===== config.mk =====
export PLATFORM = sky130hd
export DESIGN_NAME = if_id_stage
export DESIGN_NICKNAME = d
export VERILOG_FILES = /design/src/rtl/if_id_stage.sv
export SDC_FILE = /design/constraint.sdc
export NUM_CORES = 1
export LEC_CHECK = 0
export ABC_AREA = 1
export BUFFER_PORTS_ARGS = -buffer_cell sky130_fd_sc_hd__clkbuf_2
export CORE_MARGIN = 2
export CORE_UTILIZATION = 44
export CTS_CLUSTER_DIAMETER = 40
export DETAILED_ROUTE_END_ITERATION = 8
export GPL_ROUTABILITY_DRIVEN = 1
export PLACE_DENSITY_LB_ADDON = 0.12
export SLEW_MARGIN = 20
export SYNTH_ARGS = -nofsm -noshare
export SYNTH_HDL_FRONTEND = slang
export SYNTH_SLANG_ARGS = --single-unit

===== constraint.sdc =====
create_clock -name Clk -period 9.75 [get_ports Clk]
set_input_delay 0 -clock Clk [delete_from_list [all_inputs] [get_ports Clk]]
set_output_delay 0 -clock Clk [all_outputs]
set_load 0.1 [all_outputs]

===== src/rtl/if_id_stage.sv =====
// IF/ID pipeline register with a fetch handshake controller between the PC and instruction memory.
// Define IF_ID_PERF_EN to build the saturating fetch/bubble counters; otherwise Perf_* are tied to 0.
module if_id_stage #(
    parameter logic [31:0] NOP_INST = 32'h0000_0000
) (
    input  logic        Clk,
    input  logic        Clr,
    input  logic [31:0] IF_Addr,
    output logic [31:0] IM_Addr,
    output logic        IM_Req,
    input  logic        IM_Ack,
    input  logic [31:0] IM_Data,
    input  logic        ID_Stall,
    input  logic        Flush,
    output logic        PC_Stall,
    output logic [31:0] ID_Inst,
    output logic [31:0] ID_PC,
    output logic [31:0] ID_PCPlus4,
    output logic        ID_Valid,
    output logic [31:0] Perf_Fetched,
    output logic [31:0] Perf_Bubbles
);

    typedef enum logic [1:0] {
        FETCH = 2'd0,
        HOLD  = 2'd1,
        DROP  = 2'd2
    } state_t;

    state_t      state;
    logic [31:0] hold_buf;
    logic        in_fetch;
    logic        in_hold;
    logic        accept;
    logic        bubble;

    assign in_fetch = (state == FETCH);
    assign in_hold  = (state == HOLD);
    assign accept   = ~Flush & ~ID_Stall & ((in_fetch & IM_Ack) | in_hold);
    assign bubble   = ~Flush & ~ID_Stall & ~accept;

    assign IM_Addr  = IF_Addr;
    assign IM_Req   = in_fetch;
    // NOTE: PC_Stall must see IM_Ack in the same cycle, so it stays combinational;
    // registering it would cost a cycle per instruction on zero-wait memory.
    assign PC_Stall = ~(accept | Flush);

    always_ff @(posedge Clk or posedge Clr) begin
        if (Clr) begin
            state      <= FETCH;
            hold_buf   <= '0;
            ID_Inst    <= NOP_INST;
            ID_PC      <= '0;
            ID_PCPlus4 <= '0;
            ID_Valid   <= 1'b0;
        end else if (Flush) begin
            ID_Inst    <= NOP_INST;
            ID_PC      <= '0;
            ID_PCPlus4 <= '0;
            ID_Valid   <= 1'b0;
            case (state)
                FETCH:   state <= IM_Ack ? FETCH : DROP;
                HOLD:    state <= FETCH;
                default: state <= DROP;
            endcase
        end else if (accept) begin
            ID_Inst    <= in_hold ? hold_buf : IM_Data;
            ID_PC      <= IF_Addr;
            ID_PCPlus4 <= IF_Addr + 32'd4;
            ID_Valid   <= 1'b1;
            state      <= FETCH;
        end else begin
            if (bubble) begin
                ID_Inst  <= NOP_INST;
                ID_Valid <= 1'b0;
            end
            // An ack in HOLD violates the memory protocol and is simply ignored.
            case (state)
                FETCH: begin
                    if (IM_Ack) begin
                        hold_buf <= IM_Data;
                        state    <= HOLD;
                    end
                end
                DROP: begin
                    if (IM_Ack) state <= FETCH;
                end
                default: state <= HOLD;
            endcase
        end
    end

`ifdef IF_ID_PERF_EN
    logic [31:0] fetched_cnt;
    logic [31:0] bubble_cnt;

    always_ff @(posedge Clk or posedge Clr) begin
        if (Clr) begin
            fetched_cnt <= '0;
            bubble_cnt  <= '0;
        end else begin
            if (accept && fetched_cnt != 32'hFFFF_FFFF) fetched_cnt <= fetched_cnt + 32'd1;
            if (bubble && bubble_cnt != 32'hFFFF_FFFF)  bubble_cnt  <= bubble_cnt + 32'd1;
        end
    end

    assign Perf_Fetched = fetched_cnt;
    assign Perf_Bubbles = bubble_cnt;
`else
    assign Perf_Fetched = '0;
    assign Perf_Bubbles = '0;
`endif

endmodule


==> Yosys cells after proc, flatten, opt, wreduce, memory -nomap -nowiden <==
Index checks and enable logic that the tools add are counted.
{ "classes": {"add_sub_neg": 1, "n_eq_ne": 4, "mux": 18, "bitwise": 10, "n_reduce_logical": 5} }
{ "op_table": {"columns": ["operator", "n"], "rows": [
  ["two-way mux 32 bit", 8],
  ["adder 32 x 3 -> 32 bit (second input constant)", 1],
  ["two-way mux 2 bit", 5],
  ["case mux 2 bit (2 select lines)", 2],
  ["AND 1 bit", 4],
  ["inequality test 4 x 3 -> 1 bit (second input constant)", 1],
  ["inequality test 4 bit (second input constant)", 1],
  ["inverter 1 bit", 4],
  ["AND reduction 4 bit", 1],
  ["two-way mux 1 bit", 3],
  ["nonzero test 3 bit", 1],
  ["== test 2 x 1 -> 1 bit (second input constant)", 1],
  ["== test 2 bit (second input constant)", 1],
  ["zero test 2 bit", 1],
  ["bitwise OR 1 bit", 2],
  ["AND reduction 2 bit", 1],
  ["nonzero test 2 bit", 1]
]} }
{ "totals": {"regBits": 131, "input_bits": 69, "out_inout_bits": 195, "elab_cells": 44} }

==> Longest topological paths before layout <==
Gate-level depths: netlist of run 1.
{ "depth": {"depth_word": 9, "ltp_mapped": 10, "ltp_nobuf": 8} }

==> Least setup slack after synthesis of run 1 <==
OpenSTA, ideal clock, no wires.
{ "synth_path": {"path_type": "register to register", "startpoint": "register state[0]", "endpoint": "register hold_buf[19]", "setup_ns": 0.065, "arrival_ns": 2.118, "required_ns": 9.685, "setup_slack_ns": 7.567, "stages_incl_launch_ff": 9, "path_buffers": 3, "synth_period_minus_slack_ns": 2.183, "path_cell_list": "dfrtp_1 -> buf_4 -> nor2_2 -> nand2_2 -> nor2_4 -> buf_4 -> buf_6 -> nand2_1 -> nand2_1"} }
{ "synth_via": {"elab_chain_len": 6, "word_cells_on_any_way": 7, "classes_between": "eq/ne (1); bitwise (4); reduce/logical (2)"} }
{ "synth_rtl": {"columns": ["element", "line_no", "source"], "rows": [
  ["start, declared", "30", "state_t state;"],
  ["start signal, assigned", "62", "FETCH: state <= IM_Ack ? FETCH : DROP;"],
  ["zero test 2 bit (*)", "37", "assign in_fetch = (state == FETCH);"],
  ["named net IM_Req", "10", "output logic IM_Req,"],
  ["AND 1 bit", "39", "assign accept = ~Flush & ~ID_Stall & ((in_fetch & IM_Ack) | in_hold);"],
  ["bitwise OR 1 bit", "39", null],
  ["AND 1 bit", "39", null],
  ["inverter 1 bit (no source line)", null, null],
  ["AND reduction 4 bit (no source line) (*)", null, null],
  ["end signal, assigned", "81", "hold_buf <= IM_Data;"],
  ["end, declared", "31", "logic [31:0] hold_buf;"]
]} }
Mark *: on every way through the listed nets, which the timed path passes. The rest lies on a longest branch.
A chain may end at the register's enable or synchronous reset.

==> Worst setup path in the final report of run 1 <==
{ "layout_path": {"startpoint": "register state[0]", "endpoint": "output PC_Stall"} }
{ "layout_via": {"elab_chain_len": 6, "word_cells_on_any_way": 7, "classes_between": "eq/ne (1); bitwise (5); reduce/logical (1)"} }
{ "layout_rtl": {"columns": ["element", "line_no", "source"], "rows": [
  ["zero test 2 bit", "37", null],
  ["AND 1 bit", "39", null],
  ["bitwise OR 1 bit (*)", "39", null],
  ["AND 1 bit (*)", "39", null],
  ["bitwise OR 1 bit (*)", "46", "assign PC_Stall = ~(accept | Flush);"],
  ["inverter 1 bit (*)", "46", null],
  ["end, declared", "15", "output logic PC_Stall,"]
]} }
Mark *: on every way between the ends. The rest lies on a longest branch, timed or not.

==> results of run 1 <==
cells by family after synthesis:
group / after synthesis
xor gates and xnor gates: 1
adders and majority gates: 1
DFF: 129
buffers and inverters: 190
and+or+nand+nor: 390
AOI/OAI and AO/OA: 142
other: 1
through the flow:
| step | util [%] | worst slack, ns | power [mW] | cell area (sq um) |
|---|---|---|---|---|
| 5_1_grt | 56.6 | 6.35 | 1.94 | 8540 |
| 3_3_place_gp | 48.3 | 6.99 | 1.22 | 7290 |
| 2_1_floorplan | - | 6.31 | 1.15 | 6970 |
| 6_report | 56.6 | 6.57 | 1.87 | 8540 |
| 4_1_cts | 56.6 | 6.53 | 1.88 | 8540 |
| 3_5_place_dp | 48.3 | 6.99 | 1.22 | 7290 |
metal layers:
layer	vias up	share of wire [%]
li1	3023	-
met1	2753	44
met2	224	49
met3	26	5.9
met4	0	1.9
met5	-	0
worst max-delay path, stage by stage, from the launching register on:
cell and delay [ns]:
dfrtp_1 0.73, inv_2 0.18, nand2_2 0.09, nand3_4 0.08, nand2_4 0.18, inv_2 0.86, clkbuf_2 0.60
final cells by class:
| type | instances | share of cell area (%) |
|---|---|---|
| repair buffers | 269 | 19.8 |
| multi-input cells | 598 | 30.5 |
| clock inverters | 6 | 1.23 |
| inverters | 53 | 2.42 |
| flip-flops and latches | 129 | 37.8 |
| well taps | 188 | 2.76 |
| clock buffers | 26 | 5.50 |
cells in the mapped netlist, types with 2 or more instances:
cell / n / area (sq um)
o21ai_0: 62 / 310
and2_1: 3 / 18.8
nand2_1: 237 / 890
dfrtp_1: 129 / 3230
o21ai_1: 49 / 245
buf_4: 101 / 758
nor2_2: 2 / 12.5
buf_2: 15 / 75.1
nand3_1: 71 / 355
nand2_2: 2 / 12.5
clkbuf_1: 16 / 60.1
inv_2: 4 / 15.0
buf_6: 3 / 33.8
nor2_1: 72 / 270
o22ai_1: 21 / 131
a21oi_1: 8 / 40.0
buf_1: 2 / 7.51
inv_1: 48 / 180
final timing paths:
check                           cells after the start             to
worst max-delay path                                6       PC_Stall
worst min-delay path                                3       ID_PC[1]
worst max register to register                      7  ID_PCPlus4[4]
worst min register to register                      2       ID_PC[3]
max in group asynchronous                           4    hold_buf[1]
min in group Clk                                    4   hold_buf[25]
power breakdown:
group	internal, mW	switching, mW	leakage (nW)
combinational	0.0931	0.496	2.58
clock	0.407	0.227	0.280
sequential	0.602	0.0397	1.71
state kept, by name, indices dropped and copies added (netlist names):
name and cells:
ID_Inst 32, ID_PCPlus4 30, hold_buf 32, state 2, ID_PC 32, ID_Valid 1
==> metrics.md, run 1 <==
| Metric | Value |
|---|---|
| Worst hold path class | in -> async |
| FF-to-FF Start | state[0] |
| Status | complete, no violations |
| Number of I/O pins | 264 |
| GR met1 Demand/Resource | 29.5% |
| Post-Place Cells | 1170 |
| Flip-flop and latch area | 0.00323 sq mm |
| Sequential share of the synthesized area | 48.0% |
| Finished Layout Cells | 1269 |
| DR WL/cell | 14.2 um |
| Compound-Gate Fraction of Synth Area | 11.0% |
| Commonest non-fill, non-tap cell in the layout | nand2_1 |
| Initial antenna violation count | 0 |
| CP arrival | 3.18 ns |
| Root buffer cell | clkbuf_16 |
| Portion of netlist area occupied by mux cells | 0% |
| Tot GR Track Use | 22.4% |
| Die W | 128 um |
| Vias per cell | 4.75 |
| Post-Syn Instances | 854 |
| Final nets | 1138 |
| Max Freq | 315 MHz |
| R2R Setup Slk | 7.25 ns |
| Crit path required time | 9.75 ns |
| Total Wirelength | 18000 um |
| Row count | 45 |
| Leakage | 4.57 nW |
| Initial DRC Count | 283 |
| Input/output buffers | 199 |
| Die Ht | 128 um |
| Clk sink count | 129 |
| Layout cell share with drive strength beyond 1 | 22.1% |
| DRT antenna net count | 0 |
| Startpoint Class | flop |
| Final Cycle Share | 32.6% |
| Setup crit end kind | output port |
| Post-DP HPWL | 11700 um |
| Hold bufs inserted after CTS | 67 |
| Cell Area, Synth | 0.00673 sq mm |
| Number of max-cap violations | 0 |
| Clk pin slew, worst setup/hold paths | 0.05 ns |
| CTS tree | built |
| Final Hold Fails | 0 |
| Most frequent cells in the layout | nand2_1, clkbuf_2, dfrtp_1, nor2_1, nand3_1 |
| Worst Hold Slack | 0.264 ns |
| Grt total ovfl | 0 |
| GR Util met2 | 36.2% |
| Syn. warnings | 0 |
| Synth unique cells | 27 |
| Crit path kind | reg -> out |
| Area growth syn-to-layout | 26.8% |
| Multi-input logic area | 0.00260 sq mm |
| Max_slew headroom | 27.9% |
| H-tree Lvls | 4 |
| Die ar. | 0.0163 sq mm |
| Setup TNS | 0 ns |
| Initial Util | 44.6% |
| Top FF cell, synth | dfrtp_1 |
| VDD IR max | 0.118 mV |
| RSZ-0062 raised after global routing | false |
| Largest net degree at the start of global routing | 86 |
| GR Layer Usage met3 | 5.34% |
| Final Max Slew Viols | 0 |
| CTS max path bufs | 2 |
| Setup-failing EPs final | 0 |
| Post-cts sizing count | 0 |
| Synth Area in Simple Gates | 23.8% |
| Worst-path fanout max | 63 |
| DRC Markers | 0 |
| Worst-Skew Late Latency | 0.42 ns |
| Setup Fix Bufs, Post-CTS | 0 |
| Fillcell total | 1437 |
| Asr flop ratio synth | 100% |
| GR peak layer | met2 |
| Synthesis-stage register bit count | 129 |
| Number of flops mapped to enable cells by yosys | 0 |
| Slew at the pin with the worst max-slew slack | 1.08 ns |
| CP startpoint | state[0] |
| Vias in the first global route | 5614 |
| Synth Area in Adders | 0.186% |
| Power Density | 219 mW/mm^2 |
| Largest family of logic cells by synthesized area | simple AND/OR/NAND/NOR gates |
| XOR/XNOR Fraction of Synth Area | 0.130% |
| Avg Cell Area, Syn | 7.88 sq um |
| Layout Skew | 0.00471 ns |
| Placer Congestion | 0.790 |
| Fin crit period | 3.18 ns |
| CTS Buf Count | 17 |
| ANT cells | 0 |
| First-pass GRT wire length | 28600 um |
| Via count | 6026 |
| Total core area | 0.0151 sq mm |
| Drt pass-1 iters | 5 |
(Power assumes the default switching activity.)
==> run 2: changes to the inputs <==
--- a/config.mk
+++ b/config.mk
@@ -5,7 +5,7 @@
 export SDC_FILE = /design/constraint.sdc
 export NUM_CORES = 1
 export LEC_CHECK = 0
-export ABC_AREA = 1
+export ABC_AREA = 0
 export BUFFER_PORTS_ARGS = -buffer_cell sky130_fd_sc_hd__clkbuf_2
 export CORE_MARGIN = 2
 export CORE_UTILIZATION = 44
==> constraint.sdc (replaced) <==
create_clock -name Clk -period 2.56 [get_ports Clk]
set_input_delay 0 -clock Clk [delete_from_list [all_inputs] [get_ports Clk]]
set_output_delay 0 -clock Clk [all_outputs]
set_load 0.1 [all_outputs]
==> metrics.md, run 2 <==
| Metric | Value |
|---|---|
| RSZ-0062 raised after global routing | false |
| Synth top area share | 48.6% (+0.67 points) |
| ANT cells | 0 (unchanged) |
| Post-Place Cells | 1010 (-14%) |
| Die ar. | 0.0161 sq mm (-1.3%) |
| Row count | 44 (-2.2%) |
| R2R Setup Slk | 0.58 ns (-6.67 ns) |
| Layout cell share with drive strength beyond 1 | 30.4% (+8.3 points) |
| Compound-Gate Fraction of Synth Area | 8.75% (-2.3 points) |
| Leakage | 4.30 nW (-6.0%) |
| Number of flops mapped to enable cells by yosys | 0 (unchanged) |
| Worst-path fanout max | 19 (-70%) |
| Reg2reg end | ID_PCPlus4[28] |
| Placer Congestion | 0.774 (-2.1%) |
| Grt total ovfl | 0 (unchanged) |
| Synthesis-stage register bit count | 129 (unchanged) |
| Startpoint Class | flop |
| Cell taking the most area after synthesis | dfrtp_1 |
| Area growth syn-to-layout | 29.1% |
| Largest family of logic cells by synthesized area | simple AND/OR/NAND/NOR gates |
| Hold bufs inserted after CTS | 67 (unchanged) |
| Setup Fix Bufs, Post-CTS | 0 (unchanged) |
| Synth unique cells | 47 (+74%) |
| Syn. warnings | 0 (unchanged) |
| Final nets | 982 (-14%) |
| Largest regs | ID_Inst: 32 flops, ID_PC: 32 flops, hold_buf: 32 flops |
| Commonest cells in the netlist | dfrtp_1, nand2_1, buf_4, o21ai_0, nand3b_1 |
| Most numerous cell in the Yosys netlist | dfrtp_1 |
| Number of I/O pins | 264 (unchanged) |
| Drt pass-1 iters | 5 (unchanged) |
| Total Wirelength | 16900 um (-6.2%) |
| Max_slew headroom | 49.5% (+22 points) |
| Setup WS post-layout | 0.573 ns (-6.00 ns) |
| Worst Hold Slack | 0.190 ns (-0.0739 ns) |
| Crit path required time | 2.56 ns (-7.19 ns) |
| CTS max path bufs | 2 (unchanged) |
| Initial Util | 45.3% (+0.72 points) |
| Fin crit period | 1.99 ns |
| Clk pin slew, worst setup/hold paths | 0.05 ns (about the same) |
| Die W | 127 um (-0.67%) |
| Post-Syn Instances | 690 (-19%) |
| Input/output buffers | 199 (unchanged) |
| Setup TNS | 0 ns (unchanged) |
| DRC Markers | 0 (unchanged) |
| Post-cts sizing count | 0 (unchanged) |
| Top FF cell, synth | dfrtp_1 |
| CP arrival | 1.99 ns (-1.19 ns) |
| Worst hold path class | in -> async |
| Sequential share of the synthesized area | 48.6% (+0.67 points) |
| Layout Skew | 0.00885 ns (+0.00414 ns) |
| Total core area | 0.0146 sq mm (-3.0%) |
| Post-DP HPWL | 11100 um (-5.5%) |
| Commonest non-fill, non-tap cell in the layout | clkbuf_2 |
| Most frequent cells in the layout | clkbuf_2, dfrtp_1, nand2_1, dlygate4sd3_1, conb_1 |
| CTS Buf Count | 17 (unchanged) |
| Placed cell area | 0.00733 sq mm (+0.60%) |
| Avg Cell Area, Syn | 9.62 sq um (+22%) |
| Synth Area in Adders | 0.339% (+0.15 points) |
| DRT antenna net count | 0 (unchanged) |
| Vias per cell | 4.97 (+4.7%) |
| CTS tree | built |
| Tot GR Track Use | 20.9% (-1.5 points) |
| Status | complete, no violations |
| Fin util | 58.5% (+1.9 points) |
| Die Ht | 127 um (-0.67%) |
| Largest net degree at the start of global routing | 65 (-24%) |
| Post-place setup slack | 0.573 ns (-6.42 ns) |
| Finished Layout Cells | 1108 (-13%) |
| Initial antenna violation count | 0 (unchanged) |
| Final Cycle Share | 77.6% |
| Crit path kind | reg -> out |
| H-tree Lvls | 4 (unchanged) |
| Reg2Reg Depth | 5 (-2) |
| Final Max Slew Viols | 0 (unchanged) |
| XOR/XNOR Fraction of Synth Area | 1.58% (+1.5 points) |
| FF-to-FF Start | state[1] |
| Power Density | 792 mW/mm^2 (+260%) |
| Max Freq | 503 MHz |
| Synth Area in Simple Gates | 20.0% (-3.7 points) |
| Initial DRC Count | 318 (+12%) |
| Root buffer cell | clkbuf_16 |
| Setup-failing EPs final | 0 (unchanged) |
| Final Hold Fails | 0 (unchanged) |
| First-pass GRT wire length | 26600 um (-6.9%) |
| Slew at the pin with the worst max-slew slack | 0.747 ns (-0.333 ns) |
| Cell Area, Synth | 0.00664 sq mm (-1.4%) |
| Setup crit end kind | output port |
| Clk sink count | 129 (unchanged) |
| Number of max-cap violations | 0 (unchanged) |
| Final Power | 6.78 mW (+260%) |
| Final Cell Area | 0.00857 sq mm (+0.37%) |
| Vias in the first global route | 5217 (-7.1%) |
| Worst-Skew Late Latency | 0.41 ns (about the same) |
| DR WL/cell | 15.2 um (+7.4%) |
| Synth top area cells | dfrtp_1, buf_4, nand2_1 |
| Asr flop ratio synth | 100% (unchanged) |
| Portion of netlist area occupied by mux cells | 6.64% (+6.6 points) |
| VDD IR max | 0.468 mV (+300%) |
| Via count | 5509 (-8.6%) |
-- run 2: cell count changes after synthesis, sizes merged, moves of 10 or more --
cell / before / now
mux2: 0 / 32
o211ai: 0 / 13
inv: 53 / 6
nand3b: 0 / 43
o21ai: 111 / 61
buf: 121 / 109
nand3: 72 / 12
nand2: 240 / 125
nor2: 75 / 31
clkbuf: 16 / 30
nand4: 0 / 13
or4: 0 / 10
-- run 2: worst max-delay path, cell delays in order (launching register included) --
cell and delay [ns]:
dfrtp_1 0.37, nor2_1 0.36, o21ba_2 0.58, buf_12 0.25
-- run 2: worst max-delay path by stage --
| stage | startpoint | to | cells past startpoint |
|---|---|---|---|
| floorplan | state[0] | ID_PCPlus4[19] | 6 |
| global placement | state[1] | ID_PCPlus4[28] | 5 |
| detailed placement | state[1] | ID_PCPlus4[28] | 5 |
| CTS | state[1] | ID_PCPlus4[28] | 5 |
| global route | state[0] | PC_Stall | 3 |
| finish | state[0] | PC_Stall | 3 |
-- run 2: power breakdown --
part / switching [mW] / leakage, nW / internal (mW) / total, mW
logic: 1.65 / 2.31 / 0.424 / 2.08
clock network: 0.841 / 0.277 / 1.46 / 2.30
registers: 0.122 / 1.71 / 2.29 / 2.41
total: 2.62 / 4.30 / 4.17 / 6.78
-- run 2: layout make-up --
| cell class | count | area (sq um) |
|---|---|---|
| tap | 184 | 230 |
| clock buffer | 27 | 513 |
| sequential | 129 | 3230 |
| timing repair buffer | 279 | 1790 |
| inverter | 6 | 26.3 |
| multi-input combinational | 479 | 2730 |
| clock inverter | 4 | 48.8 |
| fill | 1287 | 6080 |
-- run 2: logic make-up (layout without fill, tap and decap cells) --
kind of cell	after synthesis	in the layout
AND/OR/NAND/NOR	263	263
buffers and inverters	145	316
flip-flops	129	129
AO/OA/AOI/OAI	98	98
multiplexers	40	40
XOR/XNOR	12	12
adder cells (fa/ha/maj)	2	2
other	1	64
-- run 2: layer usage --
layer / vias to the layer above / share of wire, % / track usage, %
met3: 19 / 6.3 / 5.10
met5: - / 0 / 0
met4: 0 / 1.3 / 6.53
met1: 2620 / 44 / 27.9
li1: 2668 / - / -
met2: 202 / 48 / 33.7
==> run 3: changes to the inputs <==
--- a/config.mk
+++ b/config.mk
@@ -5,7 +5,7 @@
 export SDC_FILE = /design/constraint.sdc
 export NUM_CORES = 1
 export LEC_CHECK = 0
-export ABC_AREA = 0
+export ABC_AREA = 1
 export BUFFER_PORTS_ARGS = -buffer_cell sky130_fd_sc_hd__clkbuf_2
 export CORE_MARGIN = 2
 export CORE_UTILIZATION = 44
==> constraint.sdc (replaced) <==
create_clock -name Clk -period 1.6 [get_ports Clk]
set_input_delay 0 -clock Clk [delete_from_list [all_inputs] [get_ports Clk]]
set_output_delay 0 -clock Clk [all_outputs]
set_load 0.1 [all_outputs]
==> metrics.md, run 3 (same netlist as run 1, synthesis figures left out) <==
| Metric | Value |
|---|---|
| Row count | 45 (+2.3%) |
| Fin crit period | 1.50 ns |
| Worst-path fanout max | 3 (-16) |
| Root buffer cell | clkbuf_16 |
| Initial Util | 44.6% (-0.72 points) |
| WP buf/inv | 3 (+2) |
| Tot GR Track Use | 23.4% (+2.5 points) |
| Placed cell area | 0.00756 sq mm (+3.1%) |
| Startpoint Class | flop |
| Post-Place Cells | 1188 (+18%) |
| Max_slew headroom | 60.7% (+11 points) |
| Layout cell share with drive strength beyond 1 | 24.4% (-6.0 points) |
| Drt pass-1 iters | 5 (unchanged) |
| Final Cell Area | 0.00897 sq mm (+4.7%) |
| Clk sink count | 129 (unchanged) |
| Final Hold Fails | 0 (unchanged) |
| Finished Layout Cells | 1291 (+17%) |
| Worst-Skew Late Latency | 0.42 ns (about the same) |
| Leakage | 4.79 nW (+11%) |
| DRC Markers | 0 (unchanged) |
| Die Ht | 128 um (+0.67%) |
| Worst hold path class | in -> reg |
| CP delay by family, top | flip-flops |
| Placer Congestion | 0.832 (+7.5%) |
| Slowest stage cell, crit path | dfrtp_1 |
| ANT cells | 0 (unchanged) |
| R2R Setup Slk | 0.15 ns (-0.43 ns) |
| Power Density | 1340 mW/mm^2 (+69%) |
| CP Cell Sequence | nor2_2, nand3_4, nand2_8, inv_4, buf_12, buf_12 |
| Max Freq | 667 MHz |
| Number of max-cap violations | 0 (unchanged) |
| Most frequent cells in the layout | nand2_1, clkbuf_2, dfrtp_1, nand3_1, nor2_1 |
| Initial DRC Count | 392 (+23%) |
| Final nets | 1160 (+18%) |
| Final Max Slew Viols | 0 (unchanged) |
| Slew at the pin with the worst max-slew slack | 0.588 ns (-0.159 ns) |
| Clk pin slew, worst setup/hold paths | 0.06 ns (about the same) |
| First-pass GRT wire length | 30000 um (+13%) |
| Commonest non-fill, non-tap cell in the layout | nand2_1 |
| Area growth syn-to-layout | 33.3% |
| Post-DP HPWL | 12400 um (+11%) |
| Reg2Reg Depth | 6 (+1) |
| H-tree Lvls | 4 (unchanged) |
| FF-to-FF Start | state[1] |
| Final Cycle Share | 93.7% |
| VDD IR max | 0.715 mV (+53%) |
| Status | complete, no violations |
| CP arrival | 1.50 ns (-0.49 ns) |
| CTS Buf Count | 17 (unchanged) |
| Total Wirelength | 18700 um (+11%) |
| DR WL/cell | 14.5 um (-5.0%) |
| Initial antenna violation count | 0 (unchanged) |
| Worst-case hold path end point | ID_Inst[4] |
| Die ar. | 0.0163 sq mm (+1.3%) |
| Total core area | 0.0151 sq mm (+3.0%) |
| DRT antenna net count | 0 (unchanged) |
| Crit path required time | 1.60 ns (-0.96 ns) |
| Number of I/O pins | 264 (unchanged) |
| Hold Path Stages | 4 |
| CTS max path bufs | 2 (unchanged) |
| Vias in the first global route | 5918 (+13%) |
| Largest regs | ID_Inst: 32 flops, ID_PC: 32 flops, hold_buf: 32 flops |
| Grt total ovfl | 0 (unchanged) |
| Reg2reg end | hold_buf[4] |
| Largest net degree at the start of global routing | 63 (-3.1%) |
| Worst path most repeated cell | buf_12 |
| Max stage delay on crit path | 0.40 ns (-0.18 ns) |
| RSZ-0062 raised after global routing | false |
| Setup TNS | 0 ns (unchanged) |
| Setup crit end kind | output port |
| Hold Crit Start | ID_Stall |
| Die W | 128 um (+0.67%) |
| CTS tree | built |
| Setup-failing EPs final | 0 (unchanged) |
| Vias per cell | 4.76 (-4.4%) |
| Layout Skew | 0.00706 ns (-0.00179 ns) |
| Via count | 6139 (+11%) |
| Crit path kind | reg -> out |
| Worst Hold Slack | 0.179 ns (-0.0104 ns) |
| Input/output buffers | 199 (unchanged) |
| Fin util | 59.5% (+0.95 points) |
## run 3: cell count changes in the layout (fill, tap and decap cells not counted), moves of 12 or more
cell,previous run,this run
nor2_1,30,70
nand3_1,12,71
nand4_1,12,0
nand2_1,125,237
o21ai_1,0,49
mux2_2,32,0
nand3b_1,43,0
inv_1,5,47
o211ai_1,13,0
## run 3: per-layer routing
layer | track usage (%) | routed length, um | vias to the layer above
li1 | - | - | 3068
met1 | 30.1 | 8170 | 2819
met2 | 38.4 | 9020 | 216
met3 | 5.26 | 999 | 36
met4 | 9.63 | 493 | 0
met5 | 0 | 0 | -
## run 3: repair_timing
action	CTS	global route
buffers inserted	2	1
gates cloned	1	0
hold endpoints to repair	141	0
resized for setup	3	1
hold buffers	67	0
endpoints found under the setup margin	1	4
pin swaps	0	2
## run 3: per-stage QoR
| step | worst slack (ns) | total power [mW] |
|---|---|---|
| after floorplan | -0.0624 | 7.05 |
| after global placement | 0.153 | 7.53 |
| final | 0.101 | 12.0 |
| after CTS | 0.0251 | 12.1 |
| after global routing | 0.0148 | 12.5 |
| after detailed placement | 0.105 | 7.54 |
## run 3: how the worst max path moves through the flow
| stage | slack, ns | depth (start not counted) | start | end |
|---|---|---|---|---|
| 2_1_floorplan | -0.06 | 8 | state[0] | hold_buf[19] |
| 3_3_place_gp | 0.15 | 7 | state[1] | ID_PCPlus4[20] |
| 3_5_place_dp | 0.11 | 7 | state[1] | ID_PCPlus4[19] |
| 4_1_cts | 0.03 | 6 | state[1] | PC_Stall |
| 5_1_grt | 0.01 | 8 | state[0] | ID_PCPlus4[20] |
| 6_report | 0.10 | 6 | state[1] | PC_Stall |
## run 3: where the power goes
group          internal [mW]  leakage [nW]  total, mW  switching, mW
Sequential              3.67          1.71       3.88          0.216
Clock                   2.93         0.323       4.34           1.42
Combinational          0.683          2.75       3.77           3.09
## run 3: cell type report
cell class / instances / area (sq um)
fillers: 1402 / 6120
flip-flops and latches: 129 / 3230
multi-input cells: 598 / 2630
repair buffers: 291 / 2010
clock buffers: 23 / 488
well taps: 188 / 235
inverters: 53 / 208
clock inverters: 9 / 176
## run 3: worst min-delay path: stages
cell      delay (ns)
clkbuf_2        0.10
buf_4           0.25
nand3_1         0.13
o21ai_1         0.06
